## config.mk

```make
export PLATFORM = sky130hd
export DESIGN_NAME = digits_to_time
export DESIGN_NICKNAME = d
export VERILOG_FILES = /design/src/rtl/stopwatch_pkg.sv /design/src/rtl/bcd_pair_to_bin.sv /design/src/rtl/digits_to_time.sv
export SDC_FILE = /design/constraint.sdc
export NUM_CORES = 1
export LEC_CHECK = 0
export BUFFER_PORTS_ARGS = -buffer_cell sky130_fd_sc_hd__buf_2
export CAP_MARGIN = 10
export CORE_ASPECT_RATIO = 1.2
export CORE_MARGIN = 3
export CORE_UTILIZATION = 61
export DETAILED_ROUTE_END_ITERATION = 12
export GPL_ROUTABILITY_DRIVEN = 0
export PLACE_DENSITY = 0.86
export SYNTH_ARGS = -nofsm -noshare
export SYNTH_HDL_FRONTEND = slang
export SYNTH_SLANG_ARGS = --single-unit
```

## constraint.sdc

```tcl
create_clock -name clk -period 5.65 [get_ports clk]
set_input_delay 0.565 -clock clk [delete_from_list [all_inputs] [get_ports clk]]
set_output_delay 0.565 -clock clk [all_outputs]
set_load 0.02 [all_outputs]
```

## src/rtl/stopwatch_pkg.sv

```systemverilog
// Shared stopwatch definitions: entry FSM encoding, digit positions and time limits.
package stopwatch_pkg;

    typedef enum logic [2:0] {
        S_MIN1,
        S_MIN0,
        S_SEC1,
        S_SEC0,
        S_LOAD
    } entry_state_e;

    localparam logic [1:0] IDX_MIN1 = 2'd0;
    localparam logic [1:0] IDX_MIN0 = 2'd1;
    localparam logic [1:0] IDX_SEC1 = 2'd2;
    localparam logic [1:0] IDX_SEC0 = 2'd3;

    localparam int unsigned MAX_MINUTES = 99;
    localparam int unsigned MAX_SECONDS = 59;
    localparam int unsigned MIN_W       = 7;
    localparam int unsigned SEC_W       = 6;

endpackage

```

## src/rtl/bcd_pair_to_bin.sv

```systemverilog
// Combinational tens/ones decimal digit pair to binary, result width parameterised.
module bcd_pair_to_bin #(
    parameter int unsigned OutW = 7
) (
    input  logic [3:0]      tens_i,
    input  logic [3:0]      ones_i,
    output logic [OutW-1:0] bin_o
);

    logic [OutW-1:0] tens_w;

    // x10 as x8 + x2 keeps this a pair of adders, no multiplier.
    always_comb begin
        tens_w = OutW'(tens_i);
        bin_o  = (tens_w << 3) + (tens_w << 1) + OutW'(ones_i);
    end

endmodule

```

## src/rtl/digits_to_time.sv

```systemverilog
// Assembles four strobed decimal digits (mm:ss, display order) into binary minutes/seconds
// with per-digit range checking and a one-cycle load pulse for the stopwatch preset port.
module digits_to_time
    import stopwatch_pkg::*;
#(
    parameter int unsigned MAX_DIGIT    = 9,
    parameter int unsigned MAX_SEC_TENS = 5
) (
    input  logic             clk,
    input  logic             rst_n,
    input  logic [3:0]       digit_in_i,
    input  logic             digit_valid_i,
    input  logic             cancel_i,
    output logic [MIN_W-1:0] minutes_o,
    output logic [SEC_W-1:0] seconds_o,
    output logic             load_o,
    output logic             err_o,
    output logic             busy_o,
    output logic [1:0]       digit_idx_o
);

    localparam logic [3:0] MaxDigitL   = 4'(MAX_DIGIT);
    localparam logic [3:0] MaxSecTensL = 4'(MAX_SEC_TENS);

    entry_state_e     state_q;
    logic [3:0]       min1_q, min0_q, sec1_q;
    logic [MIN_W-1:0] minutes_q;
    logic [SEC_W-1:0] seconds_q;
    logic             load_q, err_q, busy_q;
    logic [1:0]       idx_q;

    logic             legal;
    logic [MIN_W-1:0] min_bin;
    logic [SEC_W-1:0] sec_bin;

    always_comb begin
        legal = (state_q == S_SEC1) ? (digit_in_i <= MaxSecTensL) : (digit_in_i <= MaxDigitL);
    end

    bcd_pair_to_bin #(.OutW(MIN_W)) u_min_conv (
        .tens_i (min1_q),
        .ones_i (min0_q),
        .bin_o  (min_bin)
    );

    // sec0 converts straight from the input so the result lands on the edge that accepts it.
    bcd_pair_to_bin #(.OutW(SEC_W)) u_sec_conv (
        .tens_i (sec1_q),
        .ones_i (digit_in_i),
        .bin_o  (sec_bin)
    );

    always_ff @(posedge clk or negedge rst_n) begin
        if (!rst_n) begin
            state_q   <= S_MIN1;
            min1_q    <= '0;
            min0_q    <= '0;
            sec1_q    <= '0;
            minutes_q <= '0;
            seconds_q <= '0;
            load_q    <= 1'b0;
            err_q     <= 1'b0;
            busy_q    <= 1'b0;
            idx_q     <= IDX_MIN1;
        end else begin
            load_q <= 1'b0;
            err_q  <= 1'b0;
            case (state_q)
                S_LOAD: begin
                    state_q <= S_MIN1;
                    busy_q  <= 1'b0;
                    idx_q   <= IDX_MIN1;
                end
                default: begin
                    if (cancel_i) begin
                        state_q <= S_MIN1;
                        min1_q  <= '0;
                        min0_q  <= '0;
                        sec1_q  <= '0;
                        busy_q  <= 1'b0;
                        idx_q   <= IDX_MIN1;
                    end else if (digit_valid_i && !legal) begin
                        err_q <= 1'b1;
                    end else if (digit_valid_i) begin
                        busy_q <= 1'b1;
                        case (state_q)
                            S_MIN1: begin
                                min1_q  <= digit_in_i;
                                state_q <= S_MIN0;
                                idx_q   <= IDX_MIN0;
                            end
                            S_MIN0: begin
                                min0_q  <= digit_in_i;
                                state_q <= S_SEC1;
                                idx_q   <= IDX_SEC1;
                            end
                            S_SEC1: begin
                                sec1_q  <= digit_in_i;
                                state_q <= S_SEC0;
                                idx_q   <= IDX_SEC0;
                            end
                            default: begin
                                minutes_q <= min_bin;
                                seconds_q <= sec_bin;
                                load_q    <= 1'b1;
                                state_q   <= S_LOAD;
                                idx_q     <= IDX_SEC0;
                            end
                        endcase
                    end
                end
            endcase
        end
    end

    assign minutes_o   = minutes_q;
    assign seconds_o   = seconds_q;
    assign load_o      = load_q;
    assign err_o       = err_q;
    assign busy_o      = busy_q;
    assign digit_idx_o = idx_q;

endmodule
```

After elaboration in Yosys (flattened, before gate mapping):

Index checks and enable logic that the tools add are counted.

* input bits: 8
* word-level logic and storage cells: 74
* flip-flop bits (word level): 33

* reductions and logical operators: 14
* eq/ne operators: 5
* bitwise operators: 4
* magnitude comparators: 2
* muxes and demuxes: 35
* add/sub/neg operators: 4

Operators by type and width (count)
* 4-bit two-way mux: 12
* 1-bit two-way mux: 13
* 3-bit two-way mux: 4
* 4-bit AND reduction: 3
* 3-bit one-hot mux with 3 select lines: 1
* 2-bit two-way mux: 4
* 2-bit nonzero test: 4
* 7-bit by 4-bit adder with 7-bit output: 1
* 7-bit by 5-bit adder with 7-bit output: 1
* 6-bit by 4-bit adder with 6-bit output: 1
* 6-bit by 5-bit adder with 6-bit output: 1
* 5-bit AND reduction: 1
* 4-bit by 3-bit less-or-equal comparator with 1-bit output, second input constant: 1
* 4-bit less-or-equal comparator, second input constant: 1
* 1-bit inverter: 4
* 2-bit one-hot mux with 2 select lines: 1
* 3-bit by 1-bit equality test with 1-bit output, second input constant: 1
* 3-bit by 2-bit equality test with 1-bit output, second input constant: 1
* 3-bit equality test, second input constant: 1
* 3-bit zero test: 1
* 3-bit by 2-bit inequality test with 1-bit output, second input constant: 1
* 3-bit nonzero test: 1
* 3-bit OR reduction: 1
* 2-bit inequality test, second input constant: 1
* 3 further kinds: 3

Logic depth before layout (Yosys ltp):

Gate-level depths: netlist of the first run.

* depth after elaboration: 7
* mapped depth: 9
* depth with buffers taken out: 8

Modules after synthesis:

A second synthesis of the first run with hierarchy kept.

* cell total of the unflattened synthesis: 171
* area, all modules: 1916.8 µm²

By module, submodules not included
* digits_to_time: area each 1491.4 µm², instances 1, cells an instance 122
* bcd_pair_to_bin (u_min_conv): area each 230.2 µm², instances 1, cells an instance 27
* bcd_pair_to_bin (u_sec_conv): area each 195.2 µm², instances 1, cells an instance 22

Least setup slack after synthesis of the first run:

Ideal clock, no wire load.

* path type: input port to flip-flop
* from: input port digit_in_i[3]
* to: register seconds_q[5] (netlist: seconds_o[5])
* setup slack: 3353 ps
* setup time: 127 ps
* arrival time: 2170 ps
* stages: 9
* cell sequence: buf_2 -> inv_1 -> fa_1 -> inv_1 -> ha_1 -> a21o_1 -> a21oi_1 -> xnor2_1 -> o21ai_0

* cells in the longest elaborated chain, start to end: 6
* elaborated cells on any way between the ends: 8

Ends and longest elaborated chain
* start, declared: line digits_to_time.sv:11 `input logic [3:0] digit_in_i,`
* 4-bit less-or-equal comparator / 4-bit by 3-bit less-or-equal comparator with 1-bit output (equally long branches): line digits_to_time.sv:37 `legal = (state_q == S_SEC1) ? (digit_in_i <= MaxSecTensL) : (digit_in_i <= MaxDigitL);`
* 1-bit two-way mux: line digits_to_time.sv:37
* 1-bit zero test: line digits_to_time.sv:82 `end else if (digit_valid_i && !legal) begin`
* 1-bit logical AND: line digits_to_time.sv:82
* 1-bit inverter (no line)
* 5-bit AND reduction (no line)
* end signal, assigned: line digits_to_time.sv:104 `seconds_q <= sec_bin;`
* end, declared: line digits_to_time.sv:28 `logic [SEC_W-1:0] seconds_q;`

Several ways; a longest one is shown, not always the timed one.
A chain may end at the register's enable or synchronous reset.

Final worst setup path of the first run:

* from: register min1_q[0]
* to: register minutes_q[6] (netlist: minutes_o[6])

* cells in the longest elaborated chain, start to end: 2

Ends and longest elaborated chain
* start, declared: line digits_to_time.sv:26 `logic [3:0] min1_q, min0_q, sec1_q;`
* start signal, assigned: line digits_to_time.sv:88 `min1_q <= digit_in_i;`
* 7-bit by 5-bit adder with 7-bit output: line bcd_pair_to_bin.sv:15 `bin_o = (tens_w << 3) + (tens_w << 1) + OutW'(ones_i);`
* 7-bit by 4-bit adder with 7-bit output: line bcd_pair_to_bin.sv:15
* end signal, assigned: line digits_to_time.sv:103 `minutes_q <= min_bin;`
* end, declared: line digits_to_time.sv:27 `logic [MIN_W-1:0] minutes_q;`

No other way between the ends.

==> results of run 1 <==
==> worst min path at each step <==
stage / startpoint / to / slack, ns / cells past startpoint
after detailed placement: minutes_o[3]$_DFFE_PN0P_ / minutes_o[3]$_DFFE_PN0P_ / 0.47 / 2
final: rst_n / minutes_o[5]$_DFFE_PN0P_ / 0.28 / 1
after global routing: rst_n / sec1_q[1]$_DFFE_PN0P_ / 0.32 / 1
after floorplan: rst_n / busy_o$_DFFE_PN0P_ / 0.27 / 0
after global placement: minutes_o[6]$_DFFE_PN0P_ / minutes_o[6]$_DFFE_PN0P_ / 0.46 / 2
after CTS: rst_n / sec1_q[2]$_DFFE_PN0P_ / 0.29 / 1
==> cells by family after synthesis <==
| group | share of synthesized area |
|---|---|
| simple gates | 0.148 |
| compound gates | 0.135 |
| flops | 0.422 |
| buf+inv | 0.0639 |
| fa+ha+maj | 0.130 |
| mux | 0.0748 |
| xor+xnor | 0.0268 |
==> flip-flops by register name, summed over array words and instances (netlist names) <==
register and cells:
minutes_o 7, seconds_o 6, min0_q 4, min1_q 4, sec1_q 4, state_q 3, digit_idx_o 2, busy_o 1
err_o 1, load_o 1
==> where the power goes <==
group	switching, uW	internal [uW]	leakage, uW
Sequential	8.95	245	0.000454
Combinational	42.1	25.1	0.000613
Clock	77.3	58.7	0.0000314
Total	128	329	0.00110
==> per-layer routing <==
layer,routed length (microns),track usage,share of wire,vias to the layer above
met5,0,0,0,-
met4,80,0.0812,0.022,0
met3,181,0.0585,0.050,11
met2,1860,0.367,0.51,39
met1,1490,0.248,0.41,672
li1,-,-,-,698
==> per-stage QoR <==
| stage | std cells | worst slack [ns] |
|---|---|---|
| CTS | 245 | 3.44 |
| finish | 245 | 3.45 |
| detailed placement | 238 | 3.16 |
| global placement | 238 | 3.29 |
| global route | 245 | 3.27 |
| floorplan | 190 | 3.35 |
==> area by class of cell <==
cell class,instances,area (sq um)
clock buffers,7,55.1
fillers,214,805
inverters,15,56.3
multi-input cells,131,1010
flip-flops and latches,33,826
well taps,34,42.5
repair buffers,25,125
==> worst max-delay path, stage by stage (launching register included) <==
cell and delay [ns]:
dfrtp_1 0.41, inv_1 0.08, fa_1 0.52, fa_1 0.47, nand2b_1 0.18, a21oi_1 0.19
xnor2_1 0.14, o21ai_0 0.08
==> Yosys cell counts <==
master and count:
nand3_4 1, a21oi_1 9, a21o_1 3, maj3_2 1, and3_1 1, a31oi_1 1, fa_1 4, nand4b_2 1
mux2_4 7, nor3_1 4, xor2_1 2, nand2_1 26, ha_1 13, nand3_1 1, o21ai_1 1, nand3b_1 3
mux2_1 1, inv_1 15, nand2b_1 3, buf_4 2, o21a_1 2, a2111oi_0 1, nor2_1 9, buf_6 2
o21ai_4 1, a311oi_2 1, mux2i_1 3, dfrtp_1 33, or2_2 1, nor4_4 1, xnor2_1 4, buf_2 4
nand4_1 4, o311ai_0 3, clkbuf_1 3, a22oi_1 4, o21ai_0 15
==> out/results.ini, run 1 <==
[run_status]
status=finished clean

[synth]
synth_cell_type_count=37
avgSynthCellArea_sq_um=10.3
synth_top_area_share=0.422
yosys-top-cells-area=dfrtp_1 (42%), ha_1 (8.3%), mux2_4 (5.4%)
synth-seq-area-share=0.422
yosys_warnings=0
synth_area_sq_um=1960
syn-num-nets=215
yosys.area.top_type=dfrtp_1
syn_inst=190
synth-seq-cells=33

[grt]
overflow=0
grt_max_degree=34
grt_pass1_wl_microns=6270
grtUsageTotal=0.211
antenna_found_initial=0
grt_pass1_vias=1430

[clocking]
cts_num_sinks=33
clock_latency_ns=0.33
clkTransAtPathRegs_ns=0.10
clock_path_buffers=2
cts-htree-levels=2
cts_root_buf=clkbuf_4
cts_resized=0
cts_tree=done
cts_setup_buffers=0
cts-hold-fix-buffers=0
cts_buffers=5

[sta]
max_slew_margin=0.519
rsz0062_at_grt=false
skew_ns=0.00814
final-hold-violation-count=0
max_clock_freq_mhz=454
tns_ns=0
slew_violations=0
setup_viol=0
period_needed_ns=2.20
min_period_over_period=0.390
worst_slew_pin_slew_ns=0.721
timing.hold.ws_ns=0.278

[route]
wire_per_inst_microns=14.7
drc=0
wirelength_microns=3600
vias=1420
via_per_inst=5.80
drtPass1Iterations=4
drtIter0Drc=54
route.antenna.remaining_nets=0

[floorplan]
die_area_sq_um=3930
rows=21
fp.dieH_microns=68.1
core_area_sq_um=2920
start_util=0.671
ios=26
die_x_microns=57.7

[pwr]
p_leak_uw=0.00110
peakVddDrop_uv=190
p_per_area_nw_per_um2=216
finalPower_uw=457

[placed_design]
portBuffers=25
hpwl_microns=2720
dpl_cell_area_sq_um=2060

[critical_path]
reg2reg_depth=7
r2r-end=minutes_o[6]$_DFFE_PN0P_
cp-startpoint=min1_q[0]$_DFFE_PN0P_
cp.arrival_ns=2.40
r2r_slack_ns=3.45
crit_path_end=minutes_o[6]$_DFFE_PN0P_
required_ns=5.85
rr_startpoint=min1_q[0]$_DFFE_PN0P_
critical_path.max_fanout=4
critPathKind=register to register
critical_path.startpoint_type=register
critPathCaptureType=register

[hold_path]
hold_class=primary input to asynchronous set/reset pin

[finish]
area_growth_pct=7.86
final_nets=236
layout_commonest_cell=dfrtp_1
fin_area_sq_um=2110
fin_util=0.724
mostFrequentLayoutCells=dfrtp_1 (33), nand2_1 (26), buf_2 (25), inv_1 (15), o21ai_0 (15)
drive_gt1_frac=0.213
antennaDiodeCount=0

[flow_run]
drv_cap=0

(Power assumes the default switching activity.)
==> run 2, diff against run 1 <==
- ABC_AREA: default -> 1
- CORE_UTILIZATION: 61 -> 51
- PLACE_DENSITY: 0.86 -> 0.77
- clock period: 5.65 -> 1.9 ns (I/O delays scaled with it)
==> out/results.ini, run 2 <==
[run_status]
status=finished clean

[route]
route.antenna.remaining_nets=0  ; unchanged
vias=1552  ; +9.3%
wirelength_microns=3660  ; +1.6%
drtPass1Iterations=4  ; unchanged
via_per_inst=4.91  ; -15%
drc=0  ; unchanged
drtIter0Drc=62  ; +15%
wire_per_inst_microns=11.6  ; -21%

[synth]
synth_top_area_share=0.432  ; +0.00993
yosys-top-cells-area=dfrtp_1 (43%), nand2_1 (15%), nand3_1 (9.7%)
synth_cell_type_count=27  ; -27%
syn-num-nets=252  ; +17%
ys.flop_type=dfrtp_1
synth-seq-area-share=0.432  ; +0.00993
syn_inst=227  ; +19%
synth_most_common_cell=nand2_1
yosys.area.top_type=dfrtp_1
synth_area_sq_um=1910  ; -2.3%
avgSynthCellArea_sq_um=8.43  ; -18%
yosys_warnings=0  ; unchanged
synth-seq-cells=33  ; unchanged
synth_top_cells_by_count=nand2_1 (74), nand3_1 (37), dfrtp_1 (33), inv_1 (28), ha_1 (13)
async_reset_ff_frac=1.00  ; unchanged
synth_edf_count=0  ; unchanged

[finish]
fillers=319  ; +49%
antennaDiodeCount=0  ; unchanged
area_growth_pct=21.3
mostFrequentLayoutCells=nand2_1 (74), nand3_1 (36), dfrtp_1 (32), inv_1 (27), buf_2 (25)
largest_register_ffs=7  ; unchanged
fin_area_sq_um=2320  ; +9.9%
final_nets=290  ; +23%
final_cell_count_no_fill=316  ; +29%
drive_gt1_frac=0.229  ; +0.0161
fin_util=0.667  ; -0.0576
layout_commonest_cell=nand2_1

[pwr]
p_leak_uw=0.00133  ; +21%
peakVddDrop_uv=559  ; +190%
finalPower_uw=2510  ; +450%
p_per_area_nw_per_um2=1080  ; +400%

[critical_path]
critical_path.max_fanout=3  ; -1
critical_path.max_stage_delay_ns=0.51  ; about the same
critPathKind=register to register
critPathCaptureType=register
critical_path.startpoint_type=register
crit_path_cell_trace=inv_1 -> fa_1 -> inv_1 -> fa_1 -> xor2_1 -> nand3_1 -> nand2_1
cp.arrival_ns=2.02  ; -0.38 ns
cp_slowest_cell=fa_1
required_ns=2.08  ; -3.77 ns

[grt]
grtUsageTotal=0.186  ; -0.0257
grt_pass1_wl_microns=6300  ; +0.43%
antenna_found_initial=0  ; unchanged
grt_pass1_vias=1498  ; +4.8%
grt_max_degree=34  ; unchanged
overflow=0  ; unchanged

[floorplan]
fp.dieH_microns=73.1  ; +7.4%
core_area_sq_um=3480  ; +19%
ios=26  ; unchanged
start_util=0.549  ; -0.122
die_area_sq_um=4530  ; +15%
rows=23  ; +9.5%
die_x_microns=61.9  ; +7.3%

[placed_design]
portBuffers=25  ; unchanged
hpwl_microns=2670  ; -1.8%
dpl_cell_area_sq_um=2110  ; +2.8%
dpl.cell_count=304  ; +28%

[sta]
min_period_over_period=0.968  ; +0.578
max_slew_margin=0.521  ; +0.00166
tns_ns=0  ; unchanged
max_clock_freq_mhz=544  ; +20%
setup_viol=0  ; unchanged
rsz0062_at_grt=true
skew_ns=0.00577  ; -0.00237 ns
slew_violations=0  ; unchanged
final-hold-violation-count=0  ; unchanged
worst_slew_pin_slew_ns=0.718  ; -0.00250 ns
period_needed_ns=1.84  ; -0.365 ns

[clocking]
clkTransAtPathRegs_ns=0.07  ; -0.03 ns
clock_latency_ns=0.28  ; -0.05 ns
clock_path_buffers=2  ; unchanged
cts_root_buf=clkbuf_8
cts-htree-levels=2  ; unchanged
cts_buffers=5  ; unchanged
cts_num_sinks=33  ; unchanged
cts_tree=done

[hold_path]
hold_class=primary input to register

[flow_run]
drv_cap=0  ; unchanged

## run 2: cell count changes after synthesis, moves of 4 or more
cell / change
mux2_4: -7
a21oi_1: -4
o21ai_0: -13
a22oi_1: -4
nand2_1: +48
nand3_1: +36
inv_1: +13
nor3_1: -4
## run 2: layout make-up
class | count | area [sq um] | area share
clock buffers | 7 | 86.3 | 0.0372
multi-input cells | 161 | 1000 | 0.432
clock inverters | 1 | 30.0 | 0.0129
well taps | 50 | 62.6 | 0.0270
inverters | 29 | 109 | 0.0469
flip-flops and latches | 33 | 827 | 0.356
repair buffers | 35 | 203 | 0.0873
## run 2: path summary, 6_finish.rpt
kind | from | endpoint | slack, ns | depth (start not counted)
max reg2reg | sec1_q[0]$_DFFE_PN0P_ | seconds_o[4]$_DFFE_PN0P_ | 0.06 | 7
min reg2reg | seconds_o[2]$_DFFE_PN0P_ | seconds_o[2]$_DFFE_PN0P_ | 0.46 | 2
max | sec1_q[0]$_DFFE_PN0P_ | seconds_o[4]$_DFFE_PN0P_ | 0.06 | 7
max in group asynchronous | rst_n | min1_q[1]$_DFFE_PN0P_ | 0.89 | 2
min in group asynchronous | rst_n | load_o$_DFF_PN0_ | 0.50 | 2
min | digit_in_i[0] | seconds_o[0]$_DFFE_PN0P_ | 0.16 | 3
## run 2: metal layers
| layer | share of wire | track usage | up-vias | wire, microns |
|---|---|---|---|---|
| li1 | - | - | 796 | - |
| met5 | 0 | 0 | - | 0 |
| met4 | 0.022 | 0.0637 | 0 | 79 |
| met3 | 0.043 | 0.0319 | 11 | 159 |
| met1 | 0.43 | 0.218 | 710 | 1570 |
| met2 | 0.51 | 0.331 | 35 | 1860 |
## run 2: critical path, delay by kind of cell, from the launching register on
kind	cells	cell delay, ns
xor+xnor	1	0.16
simple gates	2	0.14
buf+inv	2	0.13
fa+ha+maj	2	0.95
flops	1	0.36
## run 2: repair_timing
action,4_1_cts,5_1_grt
setup endpoints to repair,2,5
resized for setup,1,9
hold endpoints to repair,33,0
hold buffers,1,0
pin swaps,3,5
setup buffers,0,3
## run 2: report_power, final
group / total [uW] / internal, uW / switching (uW)
registers: 971 / 870 / 101
logic: 865 / 329 / 536
clock network: 679 / 427 / 251
total: 2510 / 1630 / 888
## run 2: per-stage QoR
stage	hold WS, ns	setup WS, ns
after detailed placement	0.294	-0.0639
final	0.160	0.0608
after global placement	0.282	0.0124
after CTS	0.157	0.00475
after global routing	0.170	-0.0438
after floorplan	-0.106	0.0159
## run 2: logic make-up after synthesis
group / after synthesis / share of synthesized area
and+or+nand+nor: 132 / 0.329
buffers and inverters: 33 / 0.0732
DFF: 33 / 0.432
adders and majority gates: 17 / 0.127
AOI/OAI and AO/OA: 9 / 0.0255
xor gates and xnor gates: 3 / 0.0137
